<file path="config.mk">
export PLATFORM = sky130hd
export DESIGN_NAME = sym_vn_lut_loader
export DESIGN_NICKNAME = d
export VERILOG_FILES = /design/src/rtl/sym_vn_lut_loader_pkg.sv /design/src/rtl/sym_vn_lut_loader.sv
export SDC_FILE = /design/constraint.sdc
export NUM_CORES = 1
export LEC_CHECK = 0
export ABC_AREA = 1
export CAP_MARGIN = 20
export CORE_ASPECT_RATIO = 1.75
export CORE_MARGIN = 4
export CORE_UTILIZATION = 49
export CTS_CLUSTER_SIZE = 30
export DETAILED_ROUTE_END_ITERATION = 16
export PLACE_DENSITY = 0.88
export SKIP_CTS_REPAIR_TIMING = 1
export SYNTH_ARGS = -nofsm -noshare
export SYNTH_HDL_FRONTEND = slang
export SYNTH_SLANG_ARGS = --single-unit
</file>
<file path="constraint.sdc">
create_clock -name write_clk_i -period 1.5 [get_ports write_clk_i]
set_input_delay 0.3 -clock write_clk_i [delete_from_list [all_inputs] [get_ports write_clk_i]]
set_output_delay 0.3 -clock write_clk_i [all_outputs]
set_load 0.01 [all_outputs]
</file>
<file path="src/rtl/sym_vn_lut_loader_pkg.sv">
// Shared sizing and FSM encoding for the symmetric VN LUT write-side loader.
package sym_vn_lut_loader_pkg;

  localparam int unsigned QUAN_SIZE   = 4;
  localparam int unsigned PAGE_ADDR_W = 6;
  localparam int unsigned PAGE_NUM    = 64;
  localparam int unsigned CNT_W       = PAGE_ADDR_W + 1;

  // Index of the final entry of a table: 2*PAGE_NUM-1.
  localparam logic [CNT_W-1:0] LAST_K = CNT_W'(2 * PAGE_NUM - 1);

  typedef enum logic [1:0] {
    StIdle = 2'd0,
    StLoad = 2'd1,
    StFin  = 2'd2
  } state_e;

endpackage

</file>
<file path="src/rtl/sym_vn_lut_loader.sv">
// Packs a serial stream of quantised LUT entries into even/odd bank pairs and issues one
// registered page write per pair into a selectable offset half, tracking complete tables.
module sym_vn_lut_loader
  import sym_vn_lut_loader_pkg::*;
(
  input  logic                   write_clk_i,
  input  logic                   rst_ni,
  input  logic                   load_start_i,
  input  logic                   load_offset_i,
  input  logic                   load_abort_i,
  input  logic                   in_valid_i,
  output logic                   in_ready_o,
  input  logic [QUAN_SIZE-1:0]   in_data_i,
  output logic [QUAN_SIZE-1:0]   lut_in_bank0_o,
  output logic [QUAN_SIZE-1:0]   lut_in_bank1_o,
  output logic [PAGE_ADDR_W-1:0] page_write_addr_o,
  output logic                   write_addr_offset_o,
  output logic                   we_o,
  output logic                   busy_o,
  output logic                   load_done_o,
  output logic [1:0]             table_valid_o
);

  state_e                 state_q;
  logic [CNT_W-1:0]       cnt_q;
  logic [QUAN_SIZE-1:0]   stage_q;
  logic [QUAN_SIZE-1:0]   bank0_q;
  logic [QUAN_SIZE-1:0]   bank1_q;
  logic [PAGE_ADDR_W-1:0] addr_q;
  logic                   offset_q;
  logic                   we_q;
  logic                   busy_q;
  logic                   done_q;
  logic [1:0]             valid_q;
  logic                   accept;

  assign in_ready_o = (state_q == StLoad);
  // Abort wins over a same-cycle accept, so a pending odd entry never reaches the write bus.
  assign accept     = in_valid_i & in_ready_o & ~load_abort_i;

  always_ff @(posedge write_clk_i or negedge rst_ni) begin
    if (!rst_ni) begin
      state_q  <= StIdle;
      cnt_q    <= '0;
      stage_q  <= '0;
      bank0_q  <= '0;
      bank1_q  <= '0;
      addr_q   <= '0;
      offset_q <= 1'b0;
      we_q     <= 1'b0;
      busy_q   <= 1'b0;
      done_q   <= 1'b0;
      valid_q  <= 2'b00;
    end else begin
      we_q   <= 1'b0;
      done_q <= 1'b0;
      unique case (state_q)
        StIdle: begin
          if (load_start_i) begin
            state_q                <= StLoad;
            busy_q                 <= 1'b1;
            offset_q               <= load_offset_i;
            valid_q[load_offset_i] <= 1'b0;
            cnt_q                  <= '0;
          end
        end
        StLoad: begin
          if (load_abort_i) begin
            state_q <= StIdle;
            busy_q  <= 1'b0;
          end else if (accept) begin
            cnt_q <= cnt_q + CNT_W'(1);
            if (!cnt_q[0]) begin
              stage_q <= in_data_i;
            end else begin
              we_q    <= 1'b1;
              addr_q  <= cnt_q[CNT_W-1:1];
              bank0_q <= stage_q;
              bank1_q <= in_data_i;
            end
            if (cnt_q == LAST_K) begin
              state_q <= StFin;
              busy_q  <= 1'b0;
              done_q  <= 1'b1;
            end
          end
        end
        StFin: begin
          // Flag the half only once the final page write has been presented.
          state_q           <= StIdle;
          valid_q[offset_q] <= 1'b1;
        end
        default: begin
          state_q <= StIdle;
          busy_q  <= 1'b0;
        end
      endcase
    end
  end

  assign lut_in_bank0_o      = bank0_q;
  assign lut_in_bank1_o      = bank1_q;
  assign page_write_addr_o   = addr_q;
  assign write_addr_offset_o = offset_q;
  assign we_o                = we_q;
  assign busy_o              = busy_q;
  assign load_done_o         = done_q;
  assign table_valid_o       = valid_q;

endmodule

</file>
==> results of run 1 <==
==> flip-flops by register name (all words and copies together), names as in the netlist <==
name	count
table_valid_o	2
stage_q	4
state_q	2
busy_o	1
cnt_q	7
load_done_o	1
lut_in_bank1_o	4
we_o	1
page_write_addr_o	6
lut_in_bank0_o	4
write_addr_offset_o	1
==> routing by layer <==
metal / track usage [%] / vias to the layer above
li1: - / 614
met1: 16.73 / 551
met2: 31.72 / 31
met3: 4.638 / 6
met4: 9.402 / 0
met5: 0 / -
==> power groups by stage <==
stage | logic [mW] | registers (mW) | clock network (mW)
floorplan | 0.333 | 1.33 | 0
global placement | 0.853 | 1.26 | 0
detailed placement | 0.882 | 1.27 | 0
CTS | 0.888 | 1.25 | 0.669
global route | 0.926 | 1.28 | 0.710
finish | 0.842 | 1.25 | 0.648
==> stage by stage <==
step / hold WS, ps / util, %
2_1_floorplan: 4.409 / -
3_3_place_gp: 453.8 / 65.30
3_5_place_dp: 459.3 / 65.30
4_1_cts: 373.1 / 68.28
5_1_grt: 397.5 / 69.92
6_report: 370.5 / 69.92
==> worst paths after layout <==
| check | to | slack [ps] | depth (start not counted) |
|---|---|---|---|
| max | page_write_addr_o[2] | 40 | 1 |
| min | we_o | 370 | 2 |
| max reg2reg | cnt_q[4] | 130 | 8 |
| min reg2reg | lut_in_bank0_o[3] | 460 | 2 |
| max in group asynchronous | cnt_q[5] | 950 | 2 |
| min in group write_clk_i | lut_in_bank0_o[3] | 460 | 2 |
==> area by class of cell <==
type / instances / area (sq um) / share of cell area [%]
flip-flops and latches: 33 / 825.8 / 40.79
clock buffers: 5 / 68.82 / 3.399
clock inverters: 3 / 17.52 / 0.8653
well taps: 28 / 35.03 / 1.731
multi-input cells: 113 / 539.3 / 26.64
inverters: 21 / 80.08 / 3.956
repair buffers: 40 / 457.9 / 22.62
==> synth_stat cells (all sizes together) <==
library cell / n
a21oi: 1
inv: 20
buf: 2
o31ai: 1
nor3b: 1
nand3: 9
nor2: 10
ha: 1
dfrtp: 33
nand4: 1
nand2: 72
o21ai: 17
clkinv: 1
==> worst reg2reg max path: stages (launching register included) <==
cell     delay, ps
dfrtp_1        420
buf_4          160
inv_1           60
nand2_1         80
o21ai_0        230
inv_1          100
nand2_2        140
nand2_1         70
nand2_1         60
==> kinds of logic (layout without fill, tap and decap cells) <==
group | after synthesis | after routing | share of synthesized area, %
and+or+nand+nor | 93 | 93 | 27.07
DFF | 33 | 33 | 56.36
buffers and inverters | 23 | 69 | 7.002
AOI/OAI and AO/OA | 19 | 19 | 8.710
adders and majority gates | 1 | 1 | 0.8538
==> reports/qor.yml, run 1 <==
maxSlewHeadroom_pct: 84.23
setup_viol: 0
fmax_ghz: 0.6868
p_sw_share_pct: 32.07
top_layer_used: "met4"
endpoint_kind: "output port"
finalSetupTns_ps: 0
setup.worst_path.start: "page_write_addr_o[2]"
p_switching_uw: 877.7
gr-total-overflow: 0
syn_inst: 169
cp_top_family: "buffers and inverters"
crit_fanout: 2
htreeDepth: 2
final_area_sq_um: 2024
dieArea_sq_um: 3963
yosys_warnings: 0
final_common_cell: "nand2_1"
avgViaCountPerCell: 4.947
status: "finished, final reports clean"
cts_sinks: 33
start_util_pct: 50.61
antenna_found_initial: 0
fillCellCount: 229
netlist.area_leader.share_pct: 56.36
worstPathArrival_ps: 1160
routed_wl_mm: 2.971
grt_usage_pct: 17.11
nets: 225
critPathRequiredTime_ps: 1200
first_global_vias: 1250
drt-pass1-iter-count: 4
crit_slowest_cell: "clkdlybuf4s50_1"
timing.final.ws_setup_ps: 44.01
period_minus_slack_ps: 1456
num_vias: 1202
syn-num-nets: 180
n_antenna_cell: 0
max-cap-violations: 0
clk_pin_slew_ps: 80
finalCritPeriodShare_pct: 97.07
power_frac_comb_pct: 30.8
crit_path_start_kind: "flop"
area_growth_pct: 38.17
power_density_nw_per_um2: 1352
post_drt_wl_per_cell_um: 12.23
clkLatencyLatePin_ps: 290
crit_path_cell_trace: "clkdlybuf4s50_1"
r2r_start: "state_q[1]"
netlist_area_sq_um: 1465
rsz0062_at_grt: "no"
cts_buffers: 5
route.detailed.drc: 0
finalPower_mw: 2.737
num_io_pins: 31
numPortBuffers: 30
ant_nets: 0
finalHoldViolCount: 0
synth-seq-cells: 33
die_w_um: 49.34
rows: 26
clk_path_buf_depth: 2
crit_type: "reg2out"
placed_cell_area_sq_um: 1891
hpwl_mm: 2.211
cp_slowest_stage_delay_ps: 530
die_h_um: 80.34
synth.area.top_cells: "dfrtp_1 56%, nand2_1 18%, o21ai_2 4.8%"
grt_start_max_net_pins: 34
p_int_mw: 1.859
ys_seq_area_share_pct: 56.36
final_cell_mix: "69 x nand2_1, 33 x dfrtp_1, 18 x inv_1, 18 x dlymetal6s2s_1, 12 x clkdlybuf4s50_1"
place_inst: 235
core_sq_um: 2895
pwr-share-seq_pct: 45.6
met2_length_mm: 1.657
path_buf_inv: 1
fin_skew_ps: 13.35
synth_cell_types: 19
clkPwrFrac_pct: 23.7
drv_slew: 0
drive_above_1_share_pct: 15.81
root_buffer: "clkbuf_8"
yosysTopAreaCell: "dfrtp_1"
power_leakage_nw: 1.297
peakVddDrop_mv: 1.164
drt-met1-wl_mm: 1.093
hold_path.class: "in2async"
cts_tree: "done"
grt_pass1_wl_mm: 5.099
gp_congestion: 0.7906
met3_length_um: 145
dp_slack_ps: -89.31
layout.cells.non_filler: 243
drt_iter0_drc: 29
tightest_slew_ps: 234.1
postSynthAreaPerCell_sq_um: 8.670
Power figures use the tool's default switching activity.
==> inputs of run 2 (changes only) <==
--- a/config.mk
+++ b/config.mk
@@ -7,9 +7,11 @@
 export LEC_CHECK = 0
 export ABC_AREA = 1
 export CAP_MARGIN = 20
+export CELL_PAD_IN_SITES_DETAIL_PLACEMENT = 1
+export CELL_PAD_IN_SITES_GLOBAL_PLACEMENT = 2
 export CORE_ASPECT_RATIO = 1.75
 export CORE_MARGIN = 4
-export CORE_UTILIZATION = 49
+export CORE_UTILIZATION = 29
 export CTS_CLUSTER_SIZE = 30
 export DETAILED_ROUTE_END_ITERATION = 16
 export PLACE_DENSITY = 0.88
==> reports/qor.yml, run 2 (synthesized netlist as in run 1, its figures left out) <==
place_inst: 263
peakVddDrop_mv: 0.7360
crit_fanout: 2
die_h_um: 102.0
finalSetupTns_ps: 0
utilization_pct: 43.05
ant_nets: 0
path_buf_inv: 1
endpoint_kind: "output port"
setup_viol: 0
tightest_slew_ps: 226.9
gp_congestion: 0.7597
drt-pass1-iter-count: 2
maxSlewHeadroom_pct: 84.72
grt_start_max_net_pins: 34
p_int_mw: 2.126
timing.final.ws_setup_ps: 39.85
clkPwrFrac_pct: 28.7
area_growth_pct: 45.00
cp_top_family: "buffers and inverters"
p_sw_share_pct: 29.62
final_cell_mix: "68 x nand2_1, 33 x dfrtp_1, 18 x inv_1"
grt_usage_pct: 13.04
finalHoldViolCount: 0
power_density_nw_per_um2: 1422
hpwl_mm: 2.687
cts_buffers: 5
num_vias: 1269
final_common_cell: "nand2_1"
drt_iter0_drc: 12
clk_path_buf_depth: 2
root_buffer: "clkbuf_8"
p_switching_uw: 894.8
antenna_found_initial: 0
core_sq_um: 4935
clk_pin_slew_ps: 70
fmax_ghz: 0.6849
post_drt_wl_per_cell_um: 13.21
hold_path.class: "in2async"
gr-total-overflow: 0
routed_wl_mm: 3.620
route.detailed.drc: 0
max-cap-violations: 0
nets: 230
placed_cell_area_sq_um: 1926
htreeDepth: 2
whs_ps: 381.9
drv_slew: 0
die_w_um: 61.73
drive_above_1_share_pct: 19.09
pwr-share-seq_pct: 41.0
avgViaCountPerCell: 4.631
num_io_pins: 31
grt_pass1_wl_mm: 6.134
crit_type: "reg2out"
n_antenna_cell: 0
crit_slowest_cell: "clkdlybuf4s50_1"
crit_path_cell_trace: "clkdlybuf4s50_1"
critPathRequiredTime_ps: 1200
start_util_pct: 29.69
regMostFlops: "cnt_q"
cts_sinks: 33
rsz0062_at_grt: "no"
dieArea_sq_um: 6298
finalPower_mw: 3.020
finalCritPeriodShare_pct: 97.34
crit_path_start_kind: "flop"
clkLatencyLatePin_ps: 280
cp_slowest_stage_delay_ps: 530
period_minus_slack_ps: 1460
power_frac_comb_pct: 30.2
rows: 34
largest_reg_flops: 7
layout.cells.non_filler: 274
cts_tree: "done"
dp_slack_ps: -133.4
numPortBuffers: 30
first_global_vias: 1310
power_leakage_nw: 1.328
fin_skew_ps: 7.342
status: "finished, final reports clean"
final_area_sq_um: 2125
worstPathArrival_ps: 1160
[run 2: cell count changes in the layout (fill, tap and decap cells not counted), moves of 2 or more]
| cell | change |
|---|---|
| clkinv_2 | -2 |
| nor2_2 | +3 |
| nor2_1 | -3 |
| buf_4 | +6 |
[run 2: path summary, 6_finish.rpt]
path                                    from  cells after the start  slack (ps)              endpoint
setup reg to reg                  state_q[1]                      5         150      table_valid_o[0]
min in group write_clk_i              busy_o                      2         480                busy_o
hold reg to reg                       busy_o                      2         480                busy_o
max in group asynchronous             rst_ni                      2         940     lut_in_bank1_o[1]
hold / removal                        rst_ni                      2         380  page_write_addr_o[3]
setup / recovery           lut_in_bank1_o[2]                      1          40     lut_in_bank1_o[2]
[run 2: power groups by stage]
| stage | sequential (mW) | combinational (mW) | clock, mW |
|---|---|---|---|
| floorplan | 1.33 | 0.333 | 0 |
| global placement | 1.26 | 0.884 | 0 |
| detailed placement | 1.27 | 0.912 | 0 |
| CTS | 1.25 | 0.914 | 0.882 |
| global route | 1.27 | 1.03 | 0.924 |
| finish | 1.24 | 0.913 | 0.868 |
[run 2: metal layers]
| layer | GRT usage [%] | part of all wire, % | up-vias |
|---|---|---|---|
| met4 | 4.902 | 1.1 | 0 |
| li1 | - | - | 624 |
| met2 | 23.73 | 59 | 18 |
| met5 | 0 | 0 | - |
| met1 | 13.92 | 36 | 623 |
| met3 | 3.034 | 3.4 | 4 |
[run 2: cell type report]
cell class	count	area, sq um
Tap cell	54	67.56
Clock inverter	1	30.03
Timing Repair Buffer	45	480.5
Clock buffer	7	86.33
Fill cell	598	2810
Multi-Input combinational cell	113	554.3
Sequential cell	33	825.8
Inverter	21	80.08
